--- config.mk ---
export PLATFORM = sky130hd
export DESIGN_NAME = gzip_input_arbiter_flat
export DESIGN_NICKNAME = d
export VERILOG_FILES = /design/src/rtl/gzip_input_arbiter_pkg.sv /design/src/rtl/gzip_input_arbiter_if.sv /design/src/rtl/gzip_input_arbiter_fifo2_tagged.sv /design/src/rtl/gzip_input_arbiter.sv /design/src/flat_wrapper.sv
export SDC_FILE = /design/constraint.sdc
export NUM_CORES = 1
export LEC_CHECK = 0
export CAP_MARGIN = 20
export CORE_MARGIN = 4
export CORE_UTILIZATION = 45
export CTS_BUF_LIST = sky130_fd_sc_hd__clkbuf_2 sky130_fd_sc_hd__clkbuf_4 sky130_fd_sc_hd__clkbuf_8
export DETAILED_ROUTE_END_ITERATION = 12
export PLACE_DENSITY = 0.86
export SYNTH_ARGS = -nofsm -noshare
export SYNTH_HDL_FRONTEND = slang
export SYNTH_SLANG_ARGS = --single-unit
--- constraint.sdc ---
create_clock -name clk -period 2.5 [get_ports clk]
set_input_delay 0.375 -clock clk [delete_from_list [all_inputs] [get_ports clk]]
set_output_delay 0.375 -clock clk [all_outputs]
set_load 0.05 [all_outputs]
--- src/rtl/gzip_input_arbiter_pkg.sv ---
// Shared constants and types for the gzip input arbiter.
// A beat is {last, byte}; the last flag sits in the top bit.
package gzip_input_arbiter_pkg;

    localparam int IN_DW       = 9;
    localparam int IN_LAST_BIT = 8;

    typedef enum logic {
        IDLE = 1'b0,
        LOCK = 1'b1
    } arb_state_t;

endpackage

--- src/rtl/gzip_input_arbiter_if.sv ---
// Requester-side and compressor-side handshake bundle for the gzip input arbiter.
// The slave modport is the arbiter's view; master is the environment's view.
interface gzip_input_arbiter_if
    import gzip_input_arbiter_pkg::*;
#(
    parameter int N_REQ = 4,
    parameter int SW    = 2
);

    logic [N_REQ-1:0]       i_en;
    logic [N_REQ*IN_DW-1:0] i_data;
    logic [N_REQ-1:0]       i_rdy;
    logic                   o_rdy;
    logic                   o_en;
    logic [IN_DW-1:0]       o_data;
    logic [SW-1:0]          o_src;
    logic                   busy;

    modport slave (
        input  i_en, i_data, o_rdy,
        output i_rdy, o_en, o_data, o_src, busy
    );

    modport master (
        output i_en, i_data, o_rdy,
        input  i_rdy, o_en, o_data, o_src, busy
    );

endinterface

--- src/rtl/gzip_input_arbiter_fifo2_tagged.sv ---
// Two-entry ready/valid buffer carrying a {src, data} payload.
// Outputs come straight from registers, so a pushed beat appears one cycle later.
module fifo2_tagged #(
    parameter int W = 11
) (
    input  logic         clk,
    input  logic         rst,
    input  logic         in_en,
    input  logic [W-1:0] in_data,
    output logic         in_rdy,
    output logic         out_en,
    output logic [W-1:0] out_data,
    input  logic         out_rdy
);

    logic [W-1:0] mem [2];
    logic         wr_ptr;
    logic         rd_ptr;
    logic [1:0]   count;
    logic         push;
    logic         pop;

    assign in_rdy   = (count != 2'd2);
    assign out_en   = (count != 2'd0);
    assign out_data = mem[rd_ptr];
    assign push     = in_en & in_rdy;
    assign pop      = out_en & out_rdy;

    // Entries are cleared on reset so the output bus reads zero until the first beat.
    always_ff @(posedge clk) begin
        if (rst) begin
            mem[0] <= '0;
            mem[1] <= '0;
            wr_ptr <= 1'b0;
            rd_ptr <= 1'b0;
            count  <= 2'd0;
        end else begin
            if (push) begin
                mem[wr_ptr] <= in_data;
                wr_ptr      <= ~wr_ptr;
            end
            if (pop) begin
                rd_ptr <= ~rd_ptr;
            end
            case ({push, pop})
                2'b10:   count <= count + 2'd1;
                2'b01:   count <= count - 2'd1;
                default: count <= count;
            endcase
        end
    end

endmodule

--- src/rtl/gzip_input_arbiter.sv ---
// Round-robin arbiter sharing the compressor input among N_REQ requesters.
// A grant is held until the requester's last beat is accepted, so files never interleave.
module gzip_input_arbiter
    import gzip_input_arbiter_pkg::*;
#(
    parameter int N_REQ = 4,
    parameter int SW    = 2
) (
    input logic                clk,
    input logic                rst,
    gzip_input_arbiter_if.slave bus
);

    arb_state_t            state;
    logic [SW-1:0]         gnt;
    logic [SW-1:0]         last_gnt;

    logic [2*N_REQ-1:0]    en_twice;
    logic [SW:0]           start;
    logic [N_REQ-1:0]      rot;
    logic [SW-1:0]         offset;
    logic [SW:0]           pick_sum;
    logic [SW-1:0]         pick;

    logic [IN_DW-1:0]      beat;
    logic                  push;
    logic                  buf_in_rdy;
    logic                  buf_out_en;
    logic [SW+IN_DW-1:0]   buf_out;

    // Rotate requests so last_gnt+1 lands at bit 0, take the lowest set bit, then rotate back.
    always_comb begin
        en_twice = {bus.i_en, bus.i_en};
        start    = {1'b0, last_gnt} + (SW+1)'(1);
        rot      = N_REQ'(en_twice >> start);
        offset   = '0;
        for (int i = N_REQ - 1; i >= 0; i--) begin
            if (rot[i]) begin
                offset = SW'(i);
            end
        end
        pick_sum = start + {1'b0, offset};
        pick     = (pick_sum >= (SW+1)'(N_REQ)) ? SW'(pick_sum - (SW+1)'(N_REQ))
                                                 : SW'(pick_sum);
    end

    assign beat = bus.i_data[IN_DW*gnt +: IN_DW];
    assign push = (state == LOCK) & bus.i_en[gnt] & buf_in_rdy;

    always_comb begin
        bus.i_rdy = '0;
        if (state == LOCK) begin
            bus.i_rdy[gnt] = buf_in_rdy;
        end
    end

    // last_gnt starts at N_REQ-1 so requester 0 is first in line after reset.
    always_ff @(posedge clk) begin
        if (rst) begin
            state    <= IDLE;
            gnt      <= '0;
            last_gnt <= SW'(N_REQ - 1);
        end else begin
            case (state)
                IDLE: begin
                    if (|bus.i_en) begin
                        gnt   <= pick;
                        state <= LOCK;
                    end
                end
                LOCK: begin
                    if (push && beat[IN_LAST_BIT]) begin
                        last_gnt <= gnt;
                        state    <= IDLE;
                    end
                end
                default: state <= IDLE;
            endcase
        end
    end

    fifo2_tagged #(
        .W(SW + IN_DW)
    ) u_buf (
        .clk      (clk),
        .rst      (rst),
        .in_en    (push),
        .in_data  ({gnt, beat}),
        .in_rdy   (buf_in_rdy),
        .out_en   (buf_out_en),
        .out_data (buf_out),
        .out_rdy  (bus.o_rdy)
    );

    assign bus.o_en   = buf_out_en;
    assign bus.o_data = buf_out[IN_DW-1:0];
    assign bus.o_src  = buf_out[IN_DW +: SW];
    assign bus.busy   = (state == LOCK) | buf_out_en;

endmodule

--- src/flat_wrapper.sv ---
// flat-port wrapper written by rule: the top's interface ports become plain ports
module gzip_input_arbiter_flat import gzip_input_arbiter_pkg::*;
#(
    parameter int N_REQ = 4,
    parameter int SW    = 2
)
  (clk, rst, bus_i_en, bus_i_data, bus_o_rdy, bus_i_rdy, bus_o_en, bus_o_data, bus_o_src, bus_busy);
  gzip_input_arbiter_if #(.N_REQ(N_REQ), .SW(SW)) bus_i ();
  input logic clk;
  input logic rst;
  input wire logic [$bits(bus_i.i_en)-1:0] bus_i_en;
  input wire logic [$bits(bus_i.i_data)-1:0] bus_i_data;
  input wire logic [$bits(bus_i.o_rdy)-1:0] bus_o_rdy;
  output wire logic [$bits(bus_i.i_rdy)-1:0] bus_i_rdy;
  output wire logic [$bits(bus_i.o_en)-1:0] bus_o_en;
  output wire logic [$bits(bus_i.o_data)-1:0] bus_o_data;
  output wire logic [$bits(bus_i.o_src)-1:0] bus_o_src;
  output wire logic [$bits(bus_i.busy)-1:0] bus_busy;
  assign bus_i.i_en = bus_i_en;
  assign bus_i.i_data = bus_i_data;
  assign bus_i.o_rdy = bus_o_rdy;
  assign bus_i_rdy = bus_i.i_rdy;
  assign bus_o_en = bus_i.o_en;
  assign bus_o_data = bus_i.o_data;
  assign bus_o_src = bus_i.o_src;
  assign bus_busy = bus_i.busy;
  gzip_input_arbiter #(.N_REQ(N_REQ), .SW(SW)) u_core (.clk(clk), .rst(rst), .bus(bus_i));
endmodule
# --- After elaboration in Yosys (flattened, before gate mapping) ---
# Memory sizes are Yosys's and may differ from the RTL's. A register that Yosys moved wholly into a read port is not among the register bits.
# Index checks and enable logic that the tools add are counted.
op_classes:
  add_sub_neg: 5
  n_mul: 1
  magnitude_cmp: 3
  eq_ne: 3
  shift: 2
  n_mux: 24
  bitwise_logic: 9
  n_reduce_logical: 8
op_table:
  columns: ["operator", "n"]
  rows:
  - ["variable part select 36 x 7 -> 9 bit", 1]
  - ["2-to-1 mux 1 bit", 13]
  - ["2-to-1 mux 11 bit", 1]
  - ["OR reduction 11 bit", 1]
  - ["2-to-1 mux 2 bit", 5]
  - ["right shift 8 x 3 -> 4 bit", 1]
  - ["multiplier 4 x 2 -> 6 bit (first input constant)", 1]
  - ["AND 1 bit", 4]
  - ["AND 4 bit", 1]
  - ["2-to-1 mux 4 bit", 1]
  - ["one-hot mux 2 bit (2 select lines)", 1]
  - ["AND reduction 2 bit", 2]
  - ["nonzero test 2 bit", 2]
  - ["OR reduction 4 bit", 1]
  - ["subtractor 2 x 1 -> 2 bit (second input constant)", 2]
  - ["adder 2 x 1 -> 3 bit (second input constant)", 1]
  - ["adder 3 x 2 -> 3 bit", 1]
  - ["greater-or-equal comparator 3 bit (second input constant)", 1]
  - ["less-than comparator 2 x 3 -> 1 bit (second input constant)", 1]
  - ["NOT 1 bit", 3]
  - ["adder 2 x 1 -> 2 bit (second input constant)", 1]
  - ["binary-select mux 1 bit (select 2 bit)", 1]
  - ["demux 1 bit (select 2 bit)", 1]
  - ["== test 2 x 1 -> 1 bit (second input constant)", 1]
  - ["6 further kinds", 7]
totals:
  reg_bits: 9
  mem_bits_rw: 22
  input_bits: 43
  mem_count: 1
mem_list:
  columns: ["name", "words", "width", "rd", "rd_ports_with_merged_regs", "write_ports", "line_no", "rtl"]
  rows:
  - ["u_core.u_buf.mem", 2, 11, 1, 1, 2, "gzip_input_arbiter_fifo2_tagged.sv:16", "logic [W-1:0] mem [2];"]

# --- Longest topological paths before layout ---
depth:
  depth_word: 10
  depth_mapped: 9
  mapped_depth_nobuf: 9

# --- Cells and area by module ---
# Synthesis repeated with hierarchy kept, for this count alone.
unflattened:
  cells_unflattened: 167
  hier_area_um2: 1846.8
modules_own_cells:
  columns: ["module", "n_inst", "cells_per_inst", "area_each_um2", "seq_area_each_um2"]
  rows:
  - ["fifo2_tagged", 1, 96, 1191.1, 760.7]
  - ["gzip_input_arbiter", 1, 71, 655.6, 100.1]

# --- Worst setup path after synthesis ---
# Ideal clock, no wire load.
synth_path:
  path_type: "register to output"
  start: "reg u_core.gnt[1]"
  end: "out bus_i_rdy[2]"
  t_arrival_ps: 1922
  t_required_ps: 2125
  path_slack_ps: 203
  path_stages_with_launch: 4
  path_cell_list: "dfxtp_1 > buf_2 > clkbuf_1 > nor3b_1"
synth_between:
  elab_chain_cells: 6
  word_cells_on_any_way: 7
  classes_between: "2 x order compare; 3 x mux; 1 x bitwise; 1 x reduce/logical"
synth_lines:
  columns: ["item", "line_no", "rtl"]
  rows:
  - ["start, declared", "gzip_input_arbiter.sv:15", "logic [SW-1:0] gnt;"]
  - ["start signal, assigned", "gzip_input_arbiter.sv:67", "gnt <= pick;"]
  - ["less-than comparator 2 x 3 -> 1 bit (not written as such) / greater-or-equal comparator 2 x 1 -> 1 bit (equally long branches)", "gzip_input_arbiter.sv:53", "bus.i_rdy[gnt] = buf_in_rdy;"]
  - ["logical AND 1 bit (not written as such)", "gzip_input_arbiter.sv:53", null]
  - ["2-to-1 mux 1 bit (not written as such)", "gzip_input_arbiter.sv:53", null]
  - ["demux 1 bit (select 2 bit) *", null, null]
  - ["AND 4 bit (no line) *", null, null]
  - ["2-to-1 mux 4 bit *", "gzip_input_arbiter.sv:52", "if (state == LOCK) begin"]
  - ["end, declared", "flat_wrapper.sv:14", "output wire logic [$bits(bus_i.i_rdy)-1:0] bus_i_rdy;"]
# Mark *: on every way between the ends. The rest lies on a longest branch, timed or not.

==> report_table.html <==
<table>
<tr><th>Metric</th><th>Value</th></tr>
<tr><th colspan="2">Run status</th></tr>
<tr><td>Run status</td><td>complete, no violations</td></tr>
<tr><th colspan="2">Synth</th></tr>
<tr><td>Main synth FF type</td><td>sky130_fd_sc_hd__edfxtp_1</td></tr>
<tr><td>Cell variety after synth</td><td>42</td></tr>
<tr><td>Synthesized area</td><td>roughly 1900 um^2</td></tr>
<tr><td>Syn Inst Count</td><td>156</td></tr>
<tr><td>Synthesized area per cell</td><td>12.0 um^2</td></tr>
<tr><td>Synth warnings</td><td>0</td></tr>
<tr><td>Proportion of register bits with asynchronous set or reset after synthesis</td><td>0</td></tr>
<tr><td>Number of flops mapped to enable cells by yosys</td><td>22</td></tr>
<tr><td>Net count after synthesis</td><td>201</td></tr>
<tr><td>Share of synthesized area occupied by flip-flops and latches</td><td>0.458</td></tr>
<tr><td>Seq cells post-synth</td><td>32</td></tr>
<tr><th colspan="2">Drt</th></tr>
<tr><td>Detail Route Antenna Nets</td><td>0</td></tr>
<tr><td>Mean routed wirelength per cell</td><td>16.5 um</td></tr>
<tr><td>Average vias per placed instance</td><td>roughly 5.5</td></tr>
<tr><td>Post-detailed-routing wire length</td><td>approximately 4500 um</td></tr>
<tr><td>DR DRC count</td><td>0</td></tr>
<tr><td>Pre-Repair DR Iteration Count</td><td>6</td></tr>
<tr><td>Via count of the routed design</td><td>1492</td></tr>
<tr><td>First DRT Iteration DRCs</td><td>111</td></tr>
<tr><th colspan="2">Critical path</th></tr>
<tr><td>Largest delay contributor family on the critical path</td><td>buffers and inverters</td></tr>
<tr><td>Endpoint type of the worst setup path</td><td>output port</td></tr>
<tr><td>CP Max Fanout</td><td>11</td></tr>
<tr><td>Critical path type</td><td>flip-flop to output port</td></tr>
<tr><td>Buffers and inverters on the worst path</td><td>1</td></tr>
<tr><td>Arr. time, crit path</td><td>1920 ps</td></tr>
<tr><td>Critical Path RT</td><td>2120 ps</td></tr>
<tr><td>Slowest cell on the critical path</td><td>sky130_fd_sc_hd__clkdlybuf4s50_1</td></tr>
<tr><td>Nature of the critical path startpoint</td><td>flip-flop</td></tr>
<tr><td>Stage delay of the slowest cell on the critical path</td><td>740 ps</td></tr>
<tr><td>Cell breakdown of the critical path</td><td>mux2_2, clkdlybuf4s50_1</td></tr>
<tr><th colspan="2">STA</th></tr>
<tr><td>Share of the clock period used by the worst path after layout</td><td>0.917</td></tr>
<tr><td>Hold_ws</td><td>~520 ps</td></tr>
<tr><td>Final Hold Violating Endpoints</td><td>0</td></tr>
<tr><td>Fmax achieved</td><td>0.436 GHz</td></tr>
<tr><td>Max-slew headroom</td><td>0.629</td></tr>
<tr><td>Number of max-slew violations in the final report</td><td>0</td></tr>
<tr><td>Setup repair after global routing missed its margin</td><td>no</td></tr>
<tr><td>Time the final worst path needs with I/O delays and setup</td><td>2290 ps</td></tr>
<tr><td>Setup skew after layout</td><td>approximately 8 ps</td></tr>
<tr><td>Crit path setup slack, layout</td><td>207 ps</td></tr>
<tr><td>Actual transition at the worst max-transition pin</td><td>554 ps</td></tr>
<tr><td>Final number of setup-violating endpoints</td><td>0</td></tr>
<tr><th colspan="2">Clock network</th></tr>
<tr><td>Maximum number of buffers from clock root to sink</td><td>2</td></tr>
<tr><td>TritonCTS clock tree</td><td>done</td></tr>
<tr><td>Insertion delay to the later sink of the worst-skew pair</td><td>~280 ps</td></tr>
<tr><td>CTS Root Buffer Type</td><td>sky130_fd_sc_hd__clkbuf_8</td></tr>
<tr><td>Clock-pin slew on the worst setup and hold paths</td><td>70 ps</td></tr>
<tr><td>Clock buffer count from CTS</td><td>5</td></tr>
<tr><td>Sink count of the clock tree</td><td>32</td></tr>
<tr><td>Post-CTS setup buffer count</td><td>0</td></tr>
<tr><td>H-Tree Level Count</td><td>2</td></tr>
<tr><th colspan="2">Place</th></tr>
<tr><td>Post-DP Area</td><td>2520 um^2</td></tr>
<tr><td>Post-detail-place hpwl</td><td>between 3000 and 4000 um</td></tr>
<tr><td>Dpl ws</td><td>-45.8 ps</td></tr>
<tr><td>Count of buffers inserted at the top-level ports</td><td>59</td></tr>
<tr><td>Placer's final routability congestion estimate</td><td>0.857</td></tr>
<tr><td>Post-placement cell count</td><td>between 200 and 300</td></tr>
<tr><th colspan="2">Cells and area</th></tr>
<tr><td>Growth of design area from synthesis to finish</td><td>39.3%</td></tr>
<tr><td>Footprint of the multi-input gates</td><td>933 um^2</td></tr>
<tr><td>Count of antenna diodes in the layout</td><td>0</td></tr>
<tr><td>Cell area after layout</td><td>around 2600 um^2</td></tr>
<tr><td>Post-layout net count</td><td>between 200 and 300</td></tr>
<tr><td>Top library cells by usage in the layout, fill and taps aside</td><td>55 x sky130_fd_sc_hd__clkdlybuf4s50_1, 22 x sky130_fd_sc_hd__and2_1, 22 x sky130_fd_sc_hd__edfxtp_1</td></tr>
<tr><td>Final cell count without fillers</td><td>272</td></tr>
<tr><td>Final core area utilization</td><td>0.649</td></tr>
<tr><td>Fillers</td><td>330</td></tr>
<tr><td>Fraction of layout instances using a drive strength above 1</td><td>0.198</td></tr>
<tr><td>Most common cell after layout, fill and taps aside</td><td>sky130_fd_sc_hd__clkdlybuf4s50_1</td></tr>
<tr><td>Sequential Area</td><td>862 um^2</td></tr>
<tr><th colspan="2">Job</th></tr>
<tr><td>Number of maximum-capacitance constraint violations</td><td>0</td></tr>
<tr><th colspan="2">Global route</th></tr>
<tr><td>Global-route total usage across every layer</td><td>0.175</td></tr>
<tr><td>Number of global-route vias before repair</td><td>between 1000 and 1500</td></tr>
<tr><td>Wire length of the first global-routing pass</td><td>6870 um</td></tr>
<tr><td>Number of antenna violations at the first check in global routing</td><td>0</td></tr>
<tr><td>Largest net degree at the start of global routing</td><td>18</td></tr>
<tr><td>GRT overflow</td><td>0</td></tr>
<tr><th colspan="2">Floorplanning</th></tr>
<tr><td>Die Span Y</td><td>72.6 um</td></tr>
<tr><td>Die Span X</td><td>72.6 um</td></tr>
<tr><td>Total number of placement rows</td><td>23</td></tr>
<tr><td>I/O pin total</td><td>60</td></tr>
<tr><td>Area of the core</td><td>4030 um^2</td></tr>
<tr><td>Total Die Area</td><td>5270 um^2</td></tr>
<tr><td>Starting density of the core</td><td>0.466</td></tr>
<tr><th colspan="2">Pwr</th></tr>
<tr><td>Maximum resistive drop on vdd</td><td>0.000524 V</td></tr>
<tr><td>Portion of total power attributed to sequential cells</td><td>0.373</td></tr>
<tr><td>Net Sw Power</td><td>0.700 mW</td></tr>
<tr><td>Leakage</td><td>1.01 nW</td></tr>
<tr><td>Internal power summed over all cells</td><td>1.19 mW</td></tr>
<tr><td>Power Dens Cells</td><td>723 nW/um^2</td></tr>
<tr><td>Clock network fraction of total power</td><td>0.194</td></tr>
<tr><td>Sw Share</td><td>0.370</td></tr>
<tr><td>Gate power share</td><td>0.433</td></tr>
<tr><th colspan="2">Worst hold path</th></tr>
<tr><td>Class of the tightest hold or removal check</td><td>flip-flop to flip-flop</td></tr>
</table>
final timing paths:
check	from	endpoint	slack, ps	depth (start not counted)
worst max-delay path	flip-flop	bus_o_data[1]	210	2
worst min-delay path	u_core.u_buf.rd_ptr$_SDFFE_PP0P_	flip-flop	520	2
worst max register to register	u_core.last_gnt[0]$_SDFFE_PP1P_	u_core.gnt[1]$_SDFFE_PP0P_	440	7
worst min register to register	u_core.u_buf.rd_ptr$_SDFFE_PP0P_	flip-flop	520	2
logic make-up after synthesis:
logic type	share of synthesized area
buffers and inverters	0.0446
flip-flops	0.458
XOR/XNOR	0.0233
adder cells (fa/ha/maj)	0.0133
multiplexers	0.198
AO/OA/AOI/OAI	0.0653
AND/OR/NAND/NOR	0.197
per-layer routing:
metal,vias to the layer above,part of all wire,GRT usage
met5,-,0,0
met4,0,0.028,0.0656
met2,59,0.52,0.313
met1,707,0.37,0.189
met3,14,0.079,0.0620
li1,712,-,-
registers in the layout, indices dropped and copies added, names as in the netlist, named ones only:
name                 flops
u_core.u_buf.mem        22
u_core.gnt               2
u_core.last_gnt          2
u_core.u_buf.count       2
u_core.state             1
u_core.u_buf.rd_ptr      1
u_core.u_buf.wr_ptr      1
synthesized netlist by cell type, types with 2 or more instances:
master	instances	area [um^2]
sky130_fd_sc_hd__or3_1	2	12.5
sky130_fd_sc_hd__nand2_1	3	11.3
sky130_fd_sc_hd__a21oi_1	5	25.0
sky130_fd_sc_hd__o32ai_1	2	17.5
sky130_fd_sc_hd__nand2b_1	2	12.5
sky130_fd_sc_hd__clkbuf_1	3	11.3
sky130_fd_sc_hd__inv_1	4	15.0
sky130_fd_sc_hd__or2_2	3	18.8
sky130_fd_sc_hd__mux4_1	6	158
sky130_fd_sc_hd__and2_1	22	138
sky130_fd_sc_hd__buf_6	3	33.8
sky130_fd_sc_hd__mux4_2	4	90.1
sky130_fd_sc_hd__xnor2_1	2	17.5
sky130_fd_sc_hd__dfxtp_1	10	200
sky130_fd_sc_hd__edfxtp_1	22	661
sky130_fd_sc_hd__nor3_1	6	30.0
sky130_fd_sc_hd__buf_2	4	20.0
sky130_fd_sc_hd__ha_1	2	25.0
sky130_fd_sc_hd__xor2_1	3	26.3
sky130_fd_sc_hd__nor2_1	16	60.1
sky130_fd_sc_hd__mux2_2	11	124
timing repair:
action,in CTS,in global routing
hold endpoints to repair,0,0
hold buffers,0,0
resized for setup,0,2
setup endpoints to repair,0,2
metrics by stage:
step / setup TNS, ps / power [mW]
after floorplan: 0 / 1.25
after global placement: 0 / 1.51
after detailed placement: -45.8 / 1.53
after CTS: 0 / 1.90
after global routing: 0 / 1.98
final: 0 / 1.89
cell type report:
class                      count  area share
inverter                       4     0.00574
sequential                    32       0.330
timing repair buffer          69       0.253
clock inverter                 3     0.00526
tap                           50      0.0239
multi-input combinational    109       0.357
clock buffer                   5      0.0263
power groups by stage:
stage	logic (mW)	clock network (mW)	registers (mW)
after floorplan	0.576	0	0.678
after global placement	0.798	0	0.709
after detailed placement	0.813	0	0.714
after CTS	0.820	0.373	0.703
after global routing	0.869	0.394	0.713
final	0.819	0.367	0.705
worst reg2reg max path: cells and delay by family, from the launching register on:
family	cells	cell delay [ps]
and+or+nand+nor	2	200
xor gates and xnor gates	1	180
AOI/OAI and AO/OA	3	890
DFF	1	480
adders and majority gates	1	220
(Power assumes the default switching activity.)
==> RTL change (same settings) <==
`SW` is set to 2 in 3 places; all go to 1.
--- a/src/rtl/gzip_input_arbiter_if.sv
+++ b/src/rtl/gzip_input_arbiter_if.sv
@@ -4,7 +4,7 @@
     import gzip_input_arbiter_pkg::*;
 #(
     parameter int N_REQ = 4,
-    parameter int SW    = 2
+    parameter int SW    = 1
 );
 
     logic [N_REQ-1:0]       i_en;
--- a/src/rtl/gzip_input_arbiter.sv
+++ b/src/rtl/gzip_input_arbiter.sv
@@ -4,7 +4,7 @@
     import gzip_input_arbiter_pkg::*;
 #(
     parameter int N_REQ = 4,
-    parameter int SW    = 2
+    parameter int SW    = 1
 ) (
     input logic                clk,
     input logic                rst,
--- a/src/flat_wrapper.sv
+++ b/src/flat_wrapper.sv
@@ -2,7 +2,7 @@
 module gzip_input_arbiter_flat import gzip_input_arbiter_pkg::*;
 #(
     parameter int N_REQ = 4,
-    parameter int SW    = 2
+    parameter int SW    = 1
 )
   (clk, rst, bus_i_en, bus_i_data, bus_o_rdy, bus_i_rdy, bus_o_en, bus_o_data, bus_o_src, bus_busy);
   gzip_input_arbiter_if #(.N_REQ(N_REQ), .SW(SW)) bus_i ();
Ports: changed (resized bus_o_src); port bits go from 60 to 59. The function was not compared with the original's and may differ.
==> RTL change against the original RTL <==
  * Sequential cell count down 4
  * Total power down 20%
  * Largest power group unchanged
  * Worst setup slack worse by 50 ps
  * Final area down 29%
  * Maximum frequency down 2.1%
  * Wire length down 36%
  * Critical path type unchanged
  * Clock skew down 4.8 ps
  * Non-clock buffer count down 28
  * Area after synthesis down 25%
==> RTL change: results (changes against the original RTL) <==
{| class="wikitable"
! Metric !! Value
|-
| Top fanout value on the critical path || 7 (was 11)
|-
| # diodes || 0 (unchanged)
|-
| Met2 WL || 1530 um (was 2330 um)
|-
| Leakage || 0.000713 uW (was 0.00101 uW)
|-
| CTS H-tree depth || 1 (was 2)
|-
| Cell depth of the worst flop-to-flop path || 6 (was 7)
|-
| Maximum number of pins on one net before global-route repair || 16 (was 18)
|-
| Met3 WL || 118 um (was 356 um)
|-
| Iteration count of the initial detailed-routing pass || 4 (was 6)
|-
| Met1 wire length || 1220 um (was 1680 um)
|-
| Via count || 1037 (was 1492)
|-
| Number of enable-type register cells in the synthesized netlist || 20 (was 22)
|-
| FF-to-FF Start || u_core.gnt (was u_core.last_gnt[0])
|-
| Sw frac || 38.7% (was 37.0%)
|-
| Number of unique standard cell types used by synthesis || 36 (was 42)
|-
| Setup TNS || 0 ps (unchanged)
|-
| Reg clk slew, reported paths || 140 ps (was 70 ps)
|-
| Data arrival time of the critical path || 1970 ps (was 1920 ps)
|-
| Final clock skew || 3.16 ps (was 8.01 ps)
|-
| Proportion of layout cells with a drive suffix above 1 || 18.5% (was 19.8%)
|-
| Destination of the worst register-to-register timing path || u_core.u_buf.count[1] (was u_core.gnt[1])
|-
| Number of buffers inserted during clock tree synthesis || 3 (was 5)
|-
| Reg2Reg Setup Slack || 580 ps (was 440 ps)
|-
| Result of the run || completed (unchanged)
|-
| Weighted congestion at the end of routability-driven global placement || 0.813 (was 0.857)
|-
| Cells taking the most area after synthesis || edfxtp_1, dfxtp_1, mux2_2, mux2i_1, nor2_1 (was edfxtp_1, dfxtp_1, mux4_1, and2_1, mux2_2)
|-
| Sequential-to-total area share from yosys stat || 53.9% (was 45.8%)
|-
| Routed wire length || 2890 um (was 4490 um)
|-
| Overall fraction of global-route tracks in use || 15.8% (was 17.5%)
|-
| Top cell types by occurrence after synthesis || nor2_1, edfxtp_1, mux2_2, mux2i_1, dfxtp_1 (was and2_1, edfxtp_1, nor2_1, mux2_2, dfxtp_1)
|-
| Drt initial violations || 6 (was 111)
|-
| Final #Nets || 202 (was 266)
|-
| Max transition margin || 66.1% (was 62.9%)
|-
| Placed wire-length estimate after detailed placement || 2210 um (was 3280 um)
|-
| Max VDD drop || 0.000751 V (was 0.000524 V)
|-
| Clock Latency Late Sink || 320 ps (was 280 ps)
|-
| Timing endpoint of the critical path || bus_i_rdy[0] (was bus_o_data[1])
|}
## RTL change: changes by cell type after synthesis, moves of 3 or more
cell	change
o21ai_0	+3
mux4_2	-4
and2_1	-22
mux4_1	-6
mux2i_1	+9
nor3_1	-5
nor2_1	+7
## RTL change: cell type report
| type | count | area (um2) |
|---|---|---|
| clock buffer | 4 | 36.3 |
| timing repair buffer | 41 | 400 |
| sequential | 28 | 762 |
| tap | 44 | 55.1 |
| multi-input combinational | 79 | 587 |
| inverter | 5 | 21.3 |
| fill | 267 | 1170 |
## RTL change: cells by family (layout without fill, tap and decap cells)
logic type | Yosys count | in the layout | share of synthesized area [%]
multiplexers | 20 | 20 | 15.4
AO/OA/AOI/OAI | 13 | 13 | 6.03
other | 1 | 2 | 0.266
adder cells (fa/ha/maj) | 1 | 1 | 0.887
XOR/XNOR | 3 | 3 | 1.86
buffers and inverters | 12 | 50 | 4.70
AND/OR/NAND/NOR | 40 | 40 | 16.9
flip-flops | 28 | 28 | 53.9
## RTL change: power by group through the flow
stage	clock (uW)	sequential [uW]	combinational, uW
4_1_cts	226	623	682
3_5_place_dp	0	634	679
3_3_place_gp	0	627	665
2_1_floorplan	0	599	503
5_1_grt	243	634	720
6_report	218	622	677
## RTL change: what timing repair did
| item | in CTS | in global routing |
|---|---|---|
| endpoints found under the setup margin | 0 | 10 |
| gates resized for setup | 0 | 1 |
| hold endpoints to repair | 0 | 0 |
## RTL change: worst min-delay path by stage
stage,depth (start not counted),start,endpoint,slack [ps]
global placement,2,u_core.u_buf.rd_ptr,u_core.u_buf.rd_ptr,500
finish,2,u_core.u_buf.rd_ptr,u_core.u_buf.rd_ptr,550
floorplan,2,u_core.u_buf.rd_ptr,flip-flop,480
global route,2,u_core.u_buf.rd_ptr,flip-flop,580
detailed placement,2,u_core.u_buf.rd_ptr,u_core.u_buf.rd_ptr,520
CTS,2,u_core.u_buf.rd_ptr,u_core.u_buf.rd_ptr,550
## RTL change: worst max-delay path, stage by stage (launching register included)
cell and delay, ps:
dfxtp_1 470, nor2b_1 100, nor3_1 210, clkdlybuf4s50_1 850
## RTL change: layer usage
metal,up-vias,track usage [%]
met2,29,29.4
met3,4,2.46
met4,0,4.85
met1,505,18.4
met5,-,0
li1,499,-
## RTL change: through the flow
step	hold WS [ps]	area, um2	std cells	setup slack (ps)	utilization (%)
floorplan	481	1410	119	420	-
global placement	498	1820	197	249	60.2
detailed placement	519	1820	197	193	60.2
CTS	554	1860	201	7.05	61.4
global route	585	1860	201	47.4	61.5
finish	549	1860	201	157	61.5
